`src/rtl/csr_trap_sequencer_if.sv`:
```
// Bus between the trap sequencer and its neighbours: commit/exception logic,
// the CSR execution unit, the CSR file and fetch redirect.
interface csr_trap_sequencer_if #(parameter int XLEN = 64);
    logic            trap_valid_in;
    logic [XLEN-1:0] trap_pc_in;
    logic [XLEN-1:0] trap_cause_in;
    logic [XLEN-1:0] trap_tval_in;
    logic            trap_ready_out;
    logic            mret_valid_in;
    logic            mret_ready_out;
    logic [11:0]     csru_read_name_in;
    logic [XLEN-1:0] csru_read_data_out;
    logic            csru_write_valid_in;
    logic [11:0]     csru_write_name_in;
    logic [XLEN-1:0] csru_write_data_in;
    logic            csru_stall_out;
    logic            csru_conflict_out;
    logic [11:0]     csr_read_name_out;
    logic [XLEN-1:0] csr_read_data_in;
    logic            csr_write_valid_out;
    logic [11:0]     csr_write_name_out;
    logic [XLEN-1:0] csr_write_data_out;
    logic            redirect_valid_out;
    logic [XLEN-1:0] redirect_addr_out;
    logic            busy_out;

    // Sequencer side
    modport slave (
        input  trap_valid_in, trap_pc_in, trap_cause_in, trap_tval_in, mret_valid_in,
        input  csru_read_name_in, csru_write_valid_in, csru_write_name_in, csru_write_data_in,
        input  csr_read_data_in,
        output trap_ready_out, mret_ready_out, csru_read_data_out, csru_stall_out,
        output csru_conflict_out, csr_read_name_out, csr_write_valid_out, csr_write_name_out,
        output csr_write_data_out, redirect_valid_out, redirect_addr_out, busy_out
    );

    // Environment side
    modport master (
        output trap_valid_in, trap_pc_in, trap_cause_in, trap_tval_in, mret_valid_in,
        output csru_read_name_in, csru_write_valid_in, csru_write_name_in, csru_write_data_in,
        output csr_read_data_in,
        input  trap_ready_out, mret_ready_out, csru_read_data_out, csru_stall_out,
        input  csru_conflict_out, csr_read_name_out, csr_write_valid_out, csr_write_name_out,
        input  csr_write_data_out, redirect_valid_out, redirect_addr_out, busy_out
    );
endinterface

```
`src/rtl/csr_trap_sequencer.sv`:
```
// Shares the CSR file ports between the CSR unit and trap/MRET sequencing:
// pass-through in IDLE, otherwise one machine-mode CSR write per cycle then a redirect.
module csr_trap_sequencer #(parameter int XLEN = 64) (
    input  logic                 clock,
    input  logic                 reset,
    csr_trap_sequencer_if.slave  bus
);
    localparam logic [11:0] MSTATUS = 12'h300;
    localparam logic [11:0] MTVEC   = 12'h305;
    localparam logic [11:0] MEPC    = 12'h341;
    localparam logic [11:0] MCAUSE  = 12'h342;
    localparam logic [11:0] MTVAL   = 12'h343;

    typedef enum logic [2:0] {
        IDLE, T_EPC, T_CAUSE, T_TVAL, T_STATUS, T_VEC, R_STATUS, R_EPC
    } state_t;

    state_t          r_state, w_next;
    logic [XLEN-1:0] r_pc, r_cause, r_tval, r_redir_addr;
    logic            r_redir_vld, r_conflict;

    logic            w_idle, w_trap_acc, w_mret_acc, w_redir_set;
    logic [XLEN-1:0] w_base, w_off, w_trap_tgt, w_redir_tgt, w_st_trap, w_st_mret;
    logic [11:0]     w_rd_name, w_wr_name;
    logic [XLEN-1:0] w_wr_data;
    logic            w_wr_vld;

    assign w_idle     = (r_state == IDLE);
    assign w_trap_acc = w_idle && bus.trap_valid_in;
    assign w_mret_acc = w_idle && !bus.trap_valid_in && bus.mret_valid_in;

    // Vectored mode only applies to interrupts (cause MSB set)
    assign w_base     = {bus.csr_read_data_in[XLEN-1:2], 2'b00};
    assign w_off      = {1'b0, r_cause[XLEN-2:0]} << 2;
    assign w_trap_tgt = (bus.csr_read_data_in[1:0] == 2'b01 && r_cause[XLEN-1])
                        ? (w_base + w_off) : w_base;

    always_comb begin
        w_st_trap        = bus.csr_read_data_in;
        w_st_trap[7]     = bus.csr_read_data_in[3];
        w_st_trap[3]     = 1'b0;
        w_st_trap[12:11] = 2'b11;
        w_st_mret        = bus.csr_read_data_in;
        w_st_mret[3]     = bus.csr_read_data_in[7];
        w_st_mret[7]     = 1'b1;
        w_st_mret[12:11] = 2'b00;
    end

    always_ff @(posedge clock or negedge reset) begin
        if (!reset) begin
            r_state      <= IDLE;
            r_pc         <= '0;
            r_cause      <= '0;
            r_tval       <= '0;
            r_redir_vld  <= 1'b0;
            r_redir_addr <= '0;
            r_conflict   <= 1'b0;
        end else begin
            r_state     <= w_next;
            r_redir_vld <= w_redir_set;
            r_conflict  <= bus.csru_write_valid_in && !w_idle;
            if (w_redir_set) r_redir_addr <= w_redir_tgt;
            if (w_trap_acc) begin
                r_pc    <= bus.trap_pc_in;
                r_cause <= bus.trap_cause_in;
                r_tval  <= bus.trap_tval_in;
            end
        end
    end

    always_comb begin
        w_next      = r_state;
        w_rd_name   = bus.csru_read_name_in;
        w_wr_vld    = 1'b0;
        w_wr_name   = '0;
        w_wr_data   = '0;
        w_redir_set = 1'b0;
        w_redir_tgt = '0;
        case (r_state)
            IDLE: begin
                w_wr_vld  = bus.csru_write_valid_in;
                w_wr_name = bus.csru_write_name_in;
                w_wr_data = bus.csru_write_data_in;
                if (w_trap_acc)      w_next = T_EPC;
                else if (w_mret_acc) w_next = R_STATUS;
            end
            T_EPC: begin
                w_wr_vld = 1'b1; w_wr_name = MEPC; w_wr_data = r_pc;
                w_next = T_CAUSE;
            end
            T_CAUSE: begin
                w_wr_vld = 1'b1; w_wr_name = MCAUSE; w_wr_data = r_cause;
                w_next = T_TVAL;
            end
            T_TVAL: begin
                w_wr_vld = 1'b1; w_wr_name = MTVAL; w_wr_data = r_tval;
                w_next = T_STATUS;
            end
            T_STATUS: begin
                w_rd_name = MSTATUS;
                w_wr_vld = 1'b1; w_wr_name = MSTATUS; w_wr_data = w_st_trap;
                w_next = T_VEC;
            end
            T_VEC: begin
                w_rd_name   = MTVEC;
                w_redir_set = 1'b1;
                w_redir_tgt = w_trap_tgt;
                w_next      = IDLE;
            end
            R_STATUS: begin
                w_rd_name = MSTATUS;
                w_wr_vld = 1'b1; w_wr_name = MSTATUS; w_wr_data = w_st_mret;
                w_next = R_EPC;
            end
            R_EPC: begin
                w_rd_name   = MEPC;
                w_redir_set = 1'b1;
                w_redir_tgt = {bus.csr_read_data_in[XLEN-1:2], 2'b00};
                w_next      = IDLE;
            end
            default: w_next = IDLE;
        endcase
    end

    assign bus.trap_ready_out      = w_idle;
    assign bus.mret_ready_out      = w_idle && !bus.trap_valid_in;
    assign bus.csru_read_data_out  = bus.csr_read_data_in;
    assign bus.csru_stall_out      = !w_idle;
    assign bus.busy_out            = !w_idle;
    assign bus.csru_conflict_out   = r_conflict;
    assign bus.csr_read_name_out   = w_rd_name;
    assign bus.csr_write_valid_out = w_wr_vld;
    assign bus.csr_write_name_out  = w_wr_name;
    assign bus.csr_write_data_out  = w_wr_data;
    assign bus.redirect_valid_out  = r_redir_vld;
    assign bus.redirect_addr_out   = r_redir_addr;
endmodule
```
`src/flat_wrapper.sv`:
```
// flat-port wrapper written by rule: the top's interface ports become plain ports
module csr_trap_sequencer_flat 
#(parameter int XLEN = 64)
  (clock, reset, bus_trap_valid_in, bus_trap_pc_in, bus_trap_cause_in, bus_trap_tval_in, bus_mret_valid_in, bus_csru_read_name_in, bus_csru_write_valid_in, bus_csru_write_name_in, bus_csru_write_data_in, bus_csr_read_data_in, bus_trap_ready_out, bus_mret_ready_out, bus_csru_read_data_out, bus_csru_stall_out, bus_csru_conflict_out, bus_csr_read_name_out, bus_csr_write_valid_out, bus_csr_write_name_out, bus_csr_write_data_out, bus_redirect_valid_out, bus_redirect_addr_out, bus_busy_out);
  csr_trap_sequencer_if #(.XLEN(XLEN)) bus_i ();
  input  logic clock;
  input  logic reset;
  input wire logic [$bits(bus_i.trap_valid_in)-1:0] bus_trap_valid_in;
  input wire logic [$bits(bus_i.trap_pc_in)-1:0] bus_trap_pc_in;
  input wire logic [$bits(bus_i.trap_cause_in)-1:0] bus_trap_cause_in;
  input wire logic [$bits(bus_i.trap_tval_in)-1:0] bus_trap_tval_in;
  input wire logic [$bits(bus_i.mret_valid_in)-1:0] bus_mret_valid_in;
  input wire logic [$bits(bus_i.csru_read_name_in)-1:0] bus_csru_read_name_in;
  input wire logic [$bits(bus_i.csru_write_valid_in)-1:0] bus_csru_write_valid_in;
  input wire logic [$bits(bus_i.csru_write_name_in)-1:0] bus_csru_write_name_in;
  input wire logic [$bits(bus_i.csru_write_data_in)-1:0] bus_csru_write_data_in;
  input wire logic [$bits(bus_i.csr_read_data_in)-1:0] bus_csr_read_data_in;
  output wire logic [$bits(bus_i.trap_ready_out)-1:0] bus_trap_ready_out;
  output wire logic [$bits(bus_i.mret_ready_out)-1:0] bus_mret_ready_out;
  output wire logic [$bits(bus_i.csru_read_data_out)-1:0] bus_csru_read_data_out;
  output wire logic [$bits(bus_i.csru_stall_out)-1:0] bus_csru_stall_out;
  output wire logic [$bits(bus_i.csru_conflict_out)-1:0] bus_csru_conflict_out;
  output wire logic [$bits(bus_i.csr_read_name_out)-1:0] bus_csr_read_name_out;
  output wire logic [$bits(bus_i.csr_write_valid_out)-1:0] bus_csr_write_valid_out;
  output wire logic [$bits(bus_i.csr_write_name_out)-1:0] bus_csr_write_name_out;
  output wire logic [$bits(bus_i.csr_write_data_out)-1:0] bus_csr_write_data_out;
  output wire logic [$bits(bus_i.redirect_valid_out)-1:0] bus_redirect_valid_out;
  output wire logic [$bits(bus_i.redirect_addr_out)-1:0] bus_redirect_addr_out;
  output wire logic [$bits(bus_i.busy_out)-1:0] bus_busy_out;
  assign bus_i.trap_valid_in = bus_trap_valid_in;
  assign bus_i.trap_pc_in = bus_trap_pc_in;
  assign bus_i.trap_cause_in = bus_trap_cause_in;
  assign bus_i.trap_tval_in = bus_trap_tval_in;
  assign bus_i.mret_valid_in = bus_mret_valid_in;
  assign bus_i.csru_read_name_in = bus_csru_read_name_in;
  assign bus_i.csru_write_valid_in = bus_csru_write_valid_in;
  assign bus_i.csru_write_name_in = bus_csru_write_name_in;
  assign bus_i.csru_write_data_in = bus_csru_write_data_in;
  assign bus_i.csr_read_data_in = bus_csr_read_data_in;
  assign bus_trap_ready_out = bus_i.trap_ready_out;
  assign bus_mret_ready_out = bus_i.mret_ready_out;
  assign bus_csru_read_data_out = bus_i.csru_read_data_out;
  assign bus_csru_stall_out = bus_i.csru_stall_out;
  assign bus_csru_conflict_out = bus_i.csru_conflict_out;
  assign bus_csr_read_name_out = bus_i.csr_read_name_out;
  assign bus_csr_write_valid_out = bus_i.csr_write_valid_out;
  assign bus_csr_write_name_out = bus_i.csr_write_name_out;
  assign bus_csr_write_data_out = bus_i.csr_write_data_out;
  assign bus_redirect_valid_out = bus_i.redirect_valid_out;
  assign bus_redirect_addr_out = bus_i.redirect_addr_out;
  assign bus_busy_out = bus_i.busy_out;
  csr_trap_sequencer #(.XLEN(XLEN)) u_core (.clock(clock), .reset(reset), .bus(bus_i));
endmodule
```
`config.mk`:
```
export PLATFORM = sky130hd
export DESIGN_NAME = csr_trap_sequencer_flat
export DESIGN_NICKNAME = d
export VERILOG_FILES = /design/src/rtl/csr_trap_sequencer_if.sv /design/src/rtl/csr_trap_sequencer.sv /design/src/flat_wrapper.sv
export SDC_FILE = /design/constraint.sdc
export NUM_CORES = 1
export LEC_CHECK = 0
export BUFFER_PORTS_ARGS = -buffer_cell sky130_fd_sc_hd__buf_2
export CAP_MARGIN = 20
export CORE_AREA = 5 5 222 224
export CTS_CLUSTER_SIZE = 28
export DETAILED_ROUTE_END_ITERATION = 8
export DIE_AREA = 0 0 227 229
export GPL_ROUTABILITY_DRIVEN = 0
export PLACE_DENSITY = 0.67
export SLEW_MARGIN = 5
export SYNTH_ARGS = -nofsm -noshare
export SYNTH_HDL_FRONTEND = slang
export SYNTH_SLANG_ARGS = --single-unit
```
`constraint.sdc`:
```
create_clock -name clock -period 5.63 [get_ports clock]
set_input_delay 0.2815 -clock clock [delete_from_list [all_inputs] [get_ports clock]]
set_output_delay 0.2815 -clock clock [all_outputs]
set_load 0.05 [all_outputs]
```
# --- Yosys cells after proc, flatten, opt, wreduce, memory -nomap -nowiden ---
# Index checks and enable logic that the tools add are counted.
totals:
  ff_bits: 261
  out_inout_bits: 223
  elab_cells: 38
op_classes:
  addsub: 1
  n_eq_ne: 9
  n_mux: 10
  n_reduce_logical: 11
ops:
  columns: ["operator", "count"]
  rows:
  - ["$pmux 64 s6", 1]
  - ["$pmux 64 s2", 1]
  - ["$add 64x64->64", 1]
  - ["$mux 64", 1]
  - ["$pmux 12 s5", 1]
  - ["$pmux 12 s3", 1]
  - ["$pmux 3 s7", 1]
  - ["$eq 3x3->1 const B", 4]
  - ["$eq 3x2->1 const B", 2]
  - ["$mux 3", 2]
  - ["$logic_and 1x1->1", 5]
  - ["$reduce_or 5->1", 1]
  - ["$reduce_or 2->1", 2]
  - ["$eq 3x1->1 const B", 1]
  - ["$logic_not 3->1", 1]
  - ["$ne 3x3->1 const B", 1]
  - ["$eq 2x1->1 const B", 1]
  - ["$logic_not 1->1", 2]
  - ["$pmux 1 s2", 1]
  - ["$mux 1", 1]

# --- Longest topological paths before layout ---
# Gate-level depths: netlist of the first run.
depth:
  word_depth: 6
  depth_mapped: 13
  depth_no_buf: 13

# --- Worst setup path before layout of the first run ---
# Ideal clock, no wire load.
synth_timing:
  kind: "register to register"
  start: "reg u_core.r_cause[0]"
  end: "reg u_core.r_redir_addr[56] (netlist: u_core.bus.redirect_addr_out[56])"
  setup_ns: 0.127
  t_arrival_ns: 3.051
  t_required_ns: 5.503
  path_slack_ns: 2.452
  stages_incl_launch_ff: 14
  n_path_buf: 0
  period_less_slack_ns: 3.178
  cell_sequence: "dfrtp_1 > ha_1 > fa_1 > a211oi_2 > o21bai_2 > a311o_2 > a31oi_4 > o41a_4 > a21oi_4 > a41oi_4 > o21ai_4 > a31oi_1 > mux2i_1 > nand3_1"
synth_via:
  elab_chain_cells: 3
synth_rtl:
  columns: ["element", "line", "source"]
  rows:
  - ["start: declaration", "csr_trap_sequencer.sv:19", "logic [XLEN-1:0] r_pc, r_cause, r_tval, r_redir_addr;"]
  - ["start signal: assignment", "csr_trap_sequencer.sv:65", "r_cause <= bus.trap_cause_in;"]
  - ["$add 64x64->64", "csr_trap_sequencer.sv:36", "? (w_base + w_off) : w_base;"]
  - ["$mux 64", "csr_trap_sequencer.sv:36", null]
  - ["$pmux 64 s2", "csr_trap_sequencer.sv:79", "case (r_state)"]
  - ["end signal: assignment", "csr_trap_sequencer.sv:62", "if (w_redir_set) r_redir_addr <= w_redir_tgt;"]
  - ["end: declaration", "csr_trap_sequencer.sv:19", null]
# Every way passes these cells.
# A chain may end at the register's enable or synchronous reset.

# --- Worst setup path after layout of the first run ---
layout_timing:
  start: "reg u_core.r_state[2]"
  end: "out bus_csr_write_data_out[3]"
layout_via:
  elab_chain_cells: 2
  word_cells_on_any_way: 7
  cone_classes: "eq/ne: 5; mux: 1; reduce/logical: 1"
layout_rtl:
  columns: ["element", "line", "source"]
  rows:
  - ["start: declaration", "csr_trap_sequencer.sv:18", "state_t r_state, w_next;"]
  - ["start signal: assignment", "csr_trap_sequencer.sv:59", "r_state <= w_next;"]
  - ["$eq 3x3->1 (tied with other cells)", "csr_trap_sequencer.sv:79", null]
  - ["$pmux 64 s6 (*)", "csr_trap_sequencer.sv:79", null]
  - ["end: declaration", "flat_wrapper.sv:26", "output wire logic [$bits(bus_i.csr_write_data_out)-1:0] bus_csr_write_data_out;"]
# Mark *: on every way between the ends. The rest lies on a longest branch, timed or not.

==> flow_summary.yaml, run 1 <==
final_layout:
  area_growth_pct: 35.10
  multi_input_area_mm2: 0.009195
  drive_gt1_share_pct: 36.39
  layout.nets: 2787
  postLayoutCoreUtil_pct: 48.29
  fillers: 4296
  regArea_mm2: 0.006492
route:
  drc_errors: 0
  met1_length_um: 30470
  finalWirelength_um: 73430
  vias_per_cell: 5.594
  vias: 16920
  met2WireLength_um: 32250
  routed.top_layer: "met5"
  drt-initial-drc-count: 1788
  wire_per_inst_um: 24.28
  ant_nets: 0
  met3_length_um: 7621
  drt_first_pass_iters: 6
clock_network:
  root_buffer: "clkbuf_16"
  cts-htree-levels: 1
  clock_path_buffers: 3
  cts.sinks: 259
  clkTransAtPathRegs_ns: 0.06
  clock_latency_ns: 0.58
  post-cts-setup-buffer-count: 0
  cts_hold_repair.buffers: 197
  cts_buffers: 30
  cts_tree: "done"
  cts.repair.resized: 0
sta:
  period_needed_ns: 3.913
  final.setup.tns_ns: 0
  fin_crit_sh_pct: 69.51
  drv_slew: 0
  timing.fmax_mhz: 255.5
  final.setup_skew_ns: 0.01864
  setup_viol_count_final: 0
  relSlewSlack_pct: 26.33
  rsz0062_at_grt: "false"
  tightest_slew_ns: 1.100
  hold_viol_final: 0
logic_synthesis:
  yosys_warnings: 0
  ys_top_cells_by_count: "259 x dfrtp_1, 190 x mux2_2, 171 x a21oi_1, 140 x nor2_1, 137 x nand2_1"
  seq_area_frac_synth_pct: 38.46
  synthTopCellsByArea: "dfrtp_1 38%, mux2_2 13%, a21oi_1 5.1%"
  synth_seq_cells: 259
  netlist_area_mm2: 0.01685
  async_reset_ff_share_pct: 100.0
  synth_flop_cell: "dfrtp_1"
  syn_inst: 1739
  synth-edff-count: 0
  avgSynthCellArea_um2: 9.691
  synth_top_area_cell: "dfrtp_1"
  synth.distinct_cells: 61
  yosysTopAreaCellShare_pct: 38.46
  synth.most_common_cell: "dfrtp_1"
global_routing:
  grt_antenna_before_repair: 20
  grt_max_degree: 117
  overflow: 0
  grt_pass1_wl_um: 107600
  grt_usage_pct: 26.97
  grt_pass1_vias: 17130
worst_setup_path:
  path_cells: "nor2b_2 -> buf_4 -> nand2_1 -> o21ai_0 -> nand2_1 -> o21ai_0 -> buf_2"
  critPathLaunchType: "flip-flop"
  ff2ff_setup_slack_ns: 1.89
  crit_buf_inv: 2
  worstReg2RegStart: "u_core.r_cause[0]$_DFFE_PN0P_"
  cp.required_ns: 5.35
  r2r_cells: 13
  slowest_delay_ns: 0.99
  critPathKind: "reg2out"
  r2r-end: "u_core.bus.redirect_addr_out[54]$_DFFE_PN0P_"
  critPathTopFamily: "simple AND/OR/NAND/NOR gates"
  crit_fanout: 56
  end_kind: "output pin"
  arrival_ns: 3.63
  slowest_stage: "nor2b_2"
floorplanning:
  die_y_um: 229
  core_mm2: 0.04715
  num_io_pins: 572
  initial_core_util_pct: 35.75
  rows: 80
  die_area_mm2: 0.05198
  die_w_um: 227
job:
  maxCapViolations: 0
min_path:
  holdPathEnd: "u_core.bus.redirect_addr_out[56]$_DFFE_PN0P_"
  min-delay-start: "bus_csr_read_data_in[56]"
  holdCritPathClass: "in2reg"
  hold_depth: 3
outcome:
  outcome: "finished clean"
placed_design:
  io_buffers: 569
  dp_hpwl_um: 54170
power:
  finalPower_uw: 15610
  ir_worst_vdd_v: 0.0005123
  leakage_uw: 0.01075
  power_density_mw_per_mm2: 685.5
state kept, by name (all words and copies together) (netlist names):
register / cells
u_core.r_pc: 64
u_core.r_state: 3
u_core.r_tval: 64
u_core.r_cause: 64
u_core.bus.redirect_valid_out: 1
u_core.bus.csru_conflict_out: 1
u_core.bus.redirect_addr_out: 62
metal layers:
metal,vias to the layer above,track usage [%]
met5,-,0
met2,1059,40.65
met3,218,6.428
met1,8195,37.94
met4,12,9.662
li1,7433,-
power by group:
part | internal [uW] | total (uW) | switching [uW] | leakage [uW]
combinational | 3260 | 9740 | 6480 | 0.00713
sequential | 2810 | 3700 | 888 | 0.00309
clock | 1330 | 2170 | 836 | 0.000533
cell families (layout without fill, tap and decap cells):
| group | after synthesis | after routing | synth area share (%) |
|---|---|---|---|
| fa+ha+maj | 62 | 62 | 4.648 |
| simple gates | 401 | 401 | 10.61 |
| mux | 293 | 293 | 20.60 |
| xor+xnor | 58 | 58 | 3.014 |
| buf+inv | 223 | 882 | 7.165 |
| other cells | 1 | 12 | 0.02225 |
| compound gates | 442 | 442 | 15.49 |
| flops | 259 | 259 | 38.46 |
cells in the final DEF, fill, tap and decap left out, types with 7 or more instances in the layout:
cell type	instances
buf_2	568
dfrtp_1	256
dlygate4sd3_1	197
mux2_2	190
a21oi_1	171
nor2_1	139
nand2_1	136
o21ai_0	117
mux2i_1	79
ha_1	61
inv_1	45
o22ai_1	44
xnor2_1	33
clkbuf_16	31
a21o_1	27
xor2_1	25
mux4_2	24
and3_1	21
nand3_1	19
a31oi_1	19
nand4_1	18
nor2b_1	17
and2_1	14
nor3_1	13
o21bai_1	13
diode_2	10
buf_4	10
o31ai_1	7
final cells by class:
| type | count | share of cell area (%) |
|---|---|---|
| diodes | 10 | 0.1099 |
| clock inverters | 16 | 1.083 |
| inverters | 45 | 0.7419 |
| repair buffers | 782 | 22.07 |
| well taps | 615 | 3.380 |
| multi-input cells | 1258 | 40.39 |
| flip-flops and latches | 259 | 28.52 |
| clock buffers | 39 | 3.715 |
how the worst max path moves through the flow:
stage,from,end,slack (ns),cells after the start
after floorplan,u_core.r_cause[0]$_DFFE_PN0P_,u_core.bus.redirect_addr_out[56]$_DFFE_PN0P_,2.45,13
after global placement,bus_csr_read_data_in[2],u_core.bus.redirect_addr_out[54]$_DFFE_PN0P_,2.02,14
after detailed placement,bus_csr_read_data_in[2],u_core.bus.redirect_addr_out[54]$_DFFE_PN0P_,1.98,14
after CTS,u_core.r_state[2]$_DFFE_PN0P_,bus_csr_write_data_out[3],1.77,7
after global routing,u_core.r_state[2]$_DFFE_PN0P_,bus_csr_write_data_out[3],1.67,7
final,u_core.r_state[2]$_DFFE_PN0P_,bus_csr_write_data_out[3],1.72,7
tightest hold or removal path: stages:
cell	delay, ns
buf_2	0.15
nand3_1	0.07
nand3_1	0.07
stage by stage:
| step | setup WS [ns] | cell area [um2] | std cells | hold slack (ns) |
|---|---|---|---|---|
| 2_1_floorplan | 2.452 | 16860 | 1740 | -0.01409 |
| 3_3_place_gp | 2.023 | 19660 | 2761 | 0.2992 |
| 3_5_place_dp | 1.980 | 19660 | 2761 | 0.3097 |
| 4_1_cts | 1.773 | 22720 | 3013 | 0.01731 |
| 5_1_grt | 1.673 | 22770 | 3023 | 0.05217 |
| 6_report | 1.717 | 22770 | 3024 | 0.05173 |
No activity file was read; power rests on OpenSTA's default activity.
==> inputs of run 2 (changes only) <==
Settings changed: CORE_AREA 5 5 222 224 to 5 5 221 223, DIE_AREA 0 0 227 229 to 0 0 226 228, PLACE_DENSITY 0.67 to 0.68.
Clock period 5.63 ns to 3.8 ns, I/O delays scaled along.
==> flow_summary.yaml, run 2 (synthesis gave the netlist of run 1 again) <==
floorplanning:
  rows: 79
  initial_core_util_pct: 36.35
  core_mm2: 0.04636
  die_y_um: 228
  die_w_um: 226
  die_area_mm2: 0.05153
  num_io_pins: 572
min_path:
  min-delay-start: "bus_csr_read_data_in[31]"
  holdCritPathClass: "in2reg"
route:
  finalWirelength_um: 74390
  ant_nets: 0
  vias_per_cell: 5.611
  wire_per_inst_um: 24.34
  vias: 17150
  drt_first_pass_iters: 6
  drc_errors: 0
  drt-initial-drc-count: 1726
power:
  ir_worst_vdd_v: 0.0006651
  power_density_mw_per_mm2: 1007
  finalPower_uw: 23300
  leakage_uw: 0.01093
clock_network:
  clock_path_buffers: 3
  root_buffer: "clkbuf_16"
  clkTransAtPathRegs_ns: 0.07
  cts_tree: "done"
  cts-htree-levels: 1
  cts.repair.resized: 0
  cts.sinks: 259
  clock_latency_ns: 0.58
  cts_buffers: 30
worst_setup_path:
  crit_buf_inv: 0
  crit_start: "u_core.r_cause[0]$_DFFE_PN0P_"
  slowest_delay_ns: 0.45
  slowest_stage: "fa_1"
  crit_fanout: 3
  critPathKind: "reg2reg"
  cp.required_ns: 4.25
  path_cells: "ha_1 -> fa_1 -> a211oi_2 -> o21bai_2 -> a311o_2 -> a31oi_4 -> o41a_4 -> a21oi_4 -> a41oi_4 -> o21ai_4 -> a31oi_1 -> mux2i_1 -> nand3_1"
  critPathTopFamily: "compound AO/OA/AOI/OAI gates"
  end_kind: "flip-flop"
  arrival_ns: 4.16
  critPathLaunchType: "flip-flop"
  worstReg2RegStart: "u_core.r_cause[0]$_DFFE_PN0P_"
final_layout:
  final_common_cell: "buf_2"
  drive_gt1_share_pct: 36.20
  largestRegisters: "u_core.r_cause (64), u_core.r_pc (64), u_core.r_tval (64)"
  area_growth_pct: 37.26
  layout.nets: 2826
  postLayoutCoreUtil_pct: 49.90
  postLayoutCellArea_mm2: 0.02313
  most-common-layout-cells: "568 x buf_2, 256 x dfrtp_1, 228 x dlygate4sd3_1, 190 x mux2_2, 171 x a21oi_1"
placed_design:
  place_area_mm2: 0.01971
  io_buffers: 569
  dp_hpwl_um: 55050
sta:
  final.setup.tns_ns: 0
  relSlewSlack_pct: 34.16
  setup_viol_count_final: 0
  tightest_slew_ns: 0.9876
  fin_crit_sh_pct: 97.54
  final.setup_skew_ns: 0.01680
  drv_slew: 0
  timing.fmax_mhz: 269.8
  period_needed_ns: 3.706
  hold_viol_final: 0
  rsz0062_at_grt: "false"
global_routing:
  grt_max_degree: 114
  grt_pass1_wl_um: 109300
  overflow: 0
  grt_pass1_vias: 17260
  grt_usage_pct: 27.44
  grt_antenna_before_repair: 19
job:
  maxCapViolations: 0
outcome:
  outcome: "finished clean"
[run 2: cell types whose count changed in the layout (fill, tap and decap cells not counted), moves of 2 or more]
| cell | change |
|---|---|
| dlygate4sd3_1 | +31 |
| buf_4 | +9 |
| clkinv_2 | +3 |
| clkbuf_1 | -2 |
| clkbuf_8 | +2 |
[run 2: tightest hold or removal path, cell delays in order]
cell and delay (ns):
buf_2 0.16, a21oi_1 0.10, o21ai_0 0.13
[run 2: area by class of cell]
| cell class | instances | area [um2] |
|---|---|---|
| antenna | 10 | 25.02 |
| clock inverter | 17 | 245.2 |
| timing repair buffer | 821 | 5383 |
| inverter | 45 | 168.9 |
| tap | 607 | 759.5 |
| multi-input combinational | 1258 | 9193 |
| sequential | 259 | 6492 |
| fill | 4049 | 23230 |
| clock buffer | 39 | 865.8 |
[run 2: what timing repair did]
item	CTS	global route
hold buffers	228	0
hold endpoints to repair	336	0
buffers inserted	0	0
[run 2: through the flow]
stage	std cells	worst slack (ns)	hold slack, ns
after detailed placement	2762	0.2348	0.3271
after global placement	2762	0.3500	0.3222
after global routing	3056	0.03069	0.04074
after CTS	3046	0.2031	0.002152
after floorplan	1740	0.6217	-0.1056
final	3056	0.09354	0.03493
[run 2: final timing paths]
kind / endpoint / slack, ns / cells after the start
hold reg to reg: u_core.bus.redirect_addr_out[36]$_DFFE_PN0P_ / 0.47 / 2
min in group asynchronous: u_core.bus.redirect_addr_out[10]$_DFFE_PN0P_ / 0.26 / 2
max in group asynchronous: u_core.r_cause[10]$_DFFE_PN0P_ / 2.48 / 3
hold / removal: u_core.bus.redirect_addr_out[31]$_DFFE_PN0P_ / 0.03 / 3
setup / recovery: u_core.bus.redirect_addr_out[56]$_DFFE_PN0P_ / 0.09 / 13
setup reg to reg: u_core.bus.redirect_addr_out[56]$_DFFE_PN0P_ / 0.09 / 13
[run 2: per-layer routing]
metal / global-route usage, % / up-vias / share of wire (%)
li1: - / 7535 / -
met1: 37.96 / 8268 / 41
met2: 41.45 / 1089 / 44
met3: 6.897 / 244 / 10
met4: 10.55 / 10 / 4.3
met5: 0 / - / 0.090
[run 2: report_power, final]
group | switching (uW) | internal (uW) | total (uW)
Combinational | 9720 | 4890 | 14600
Sequential | 1240 | 4170 | 5410
Clock | 1270 | 2010 | 3270
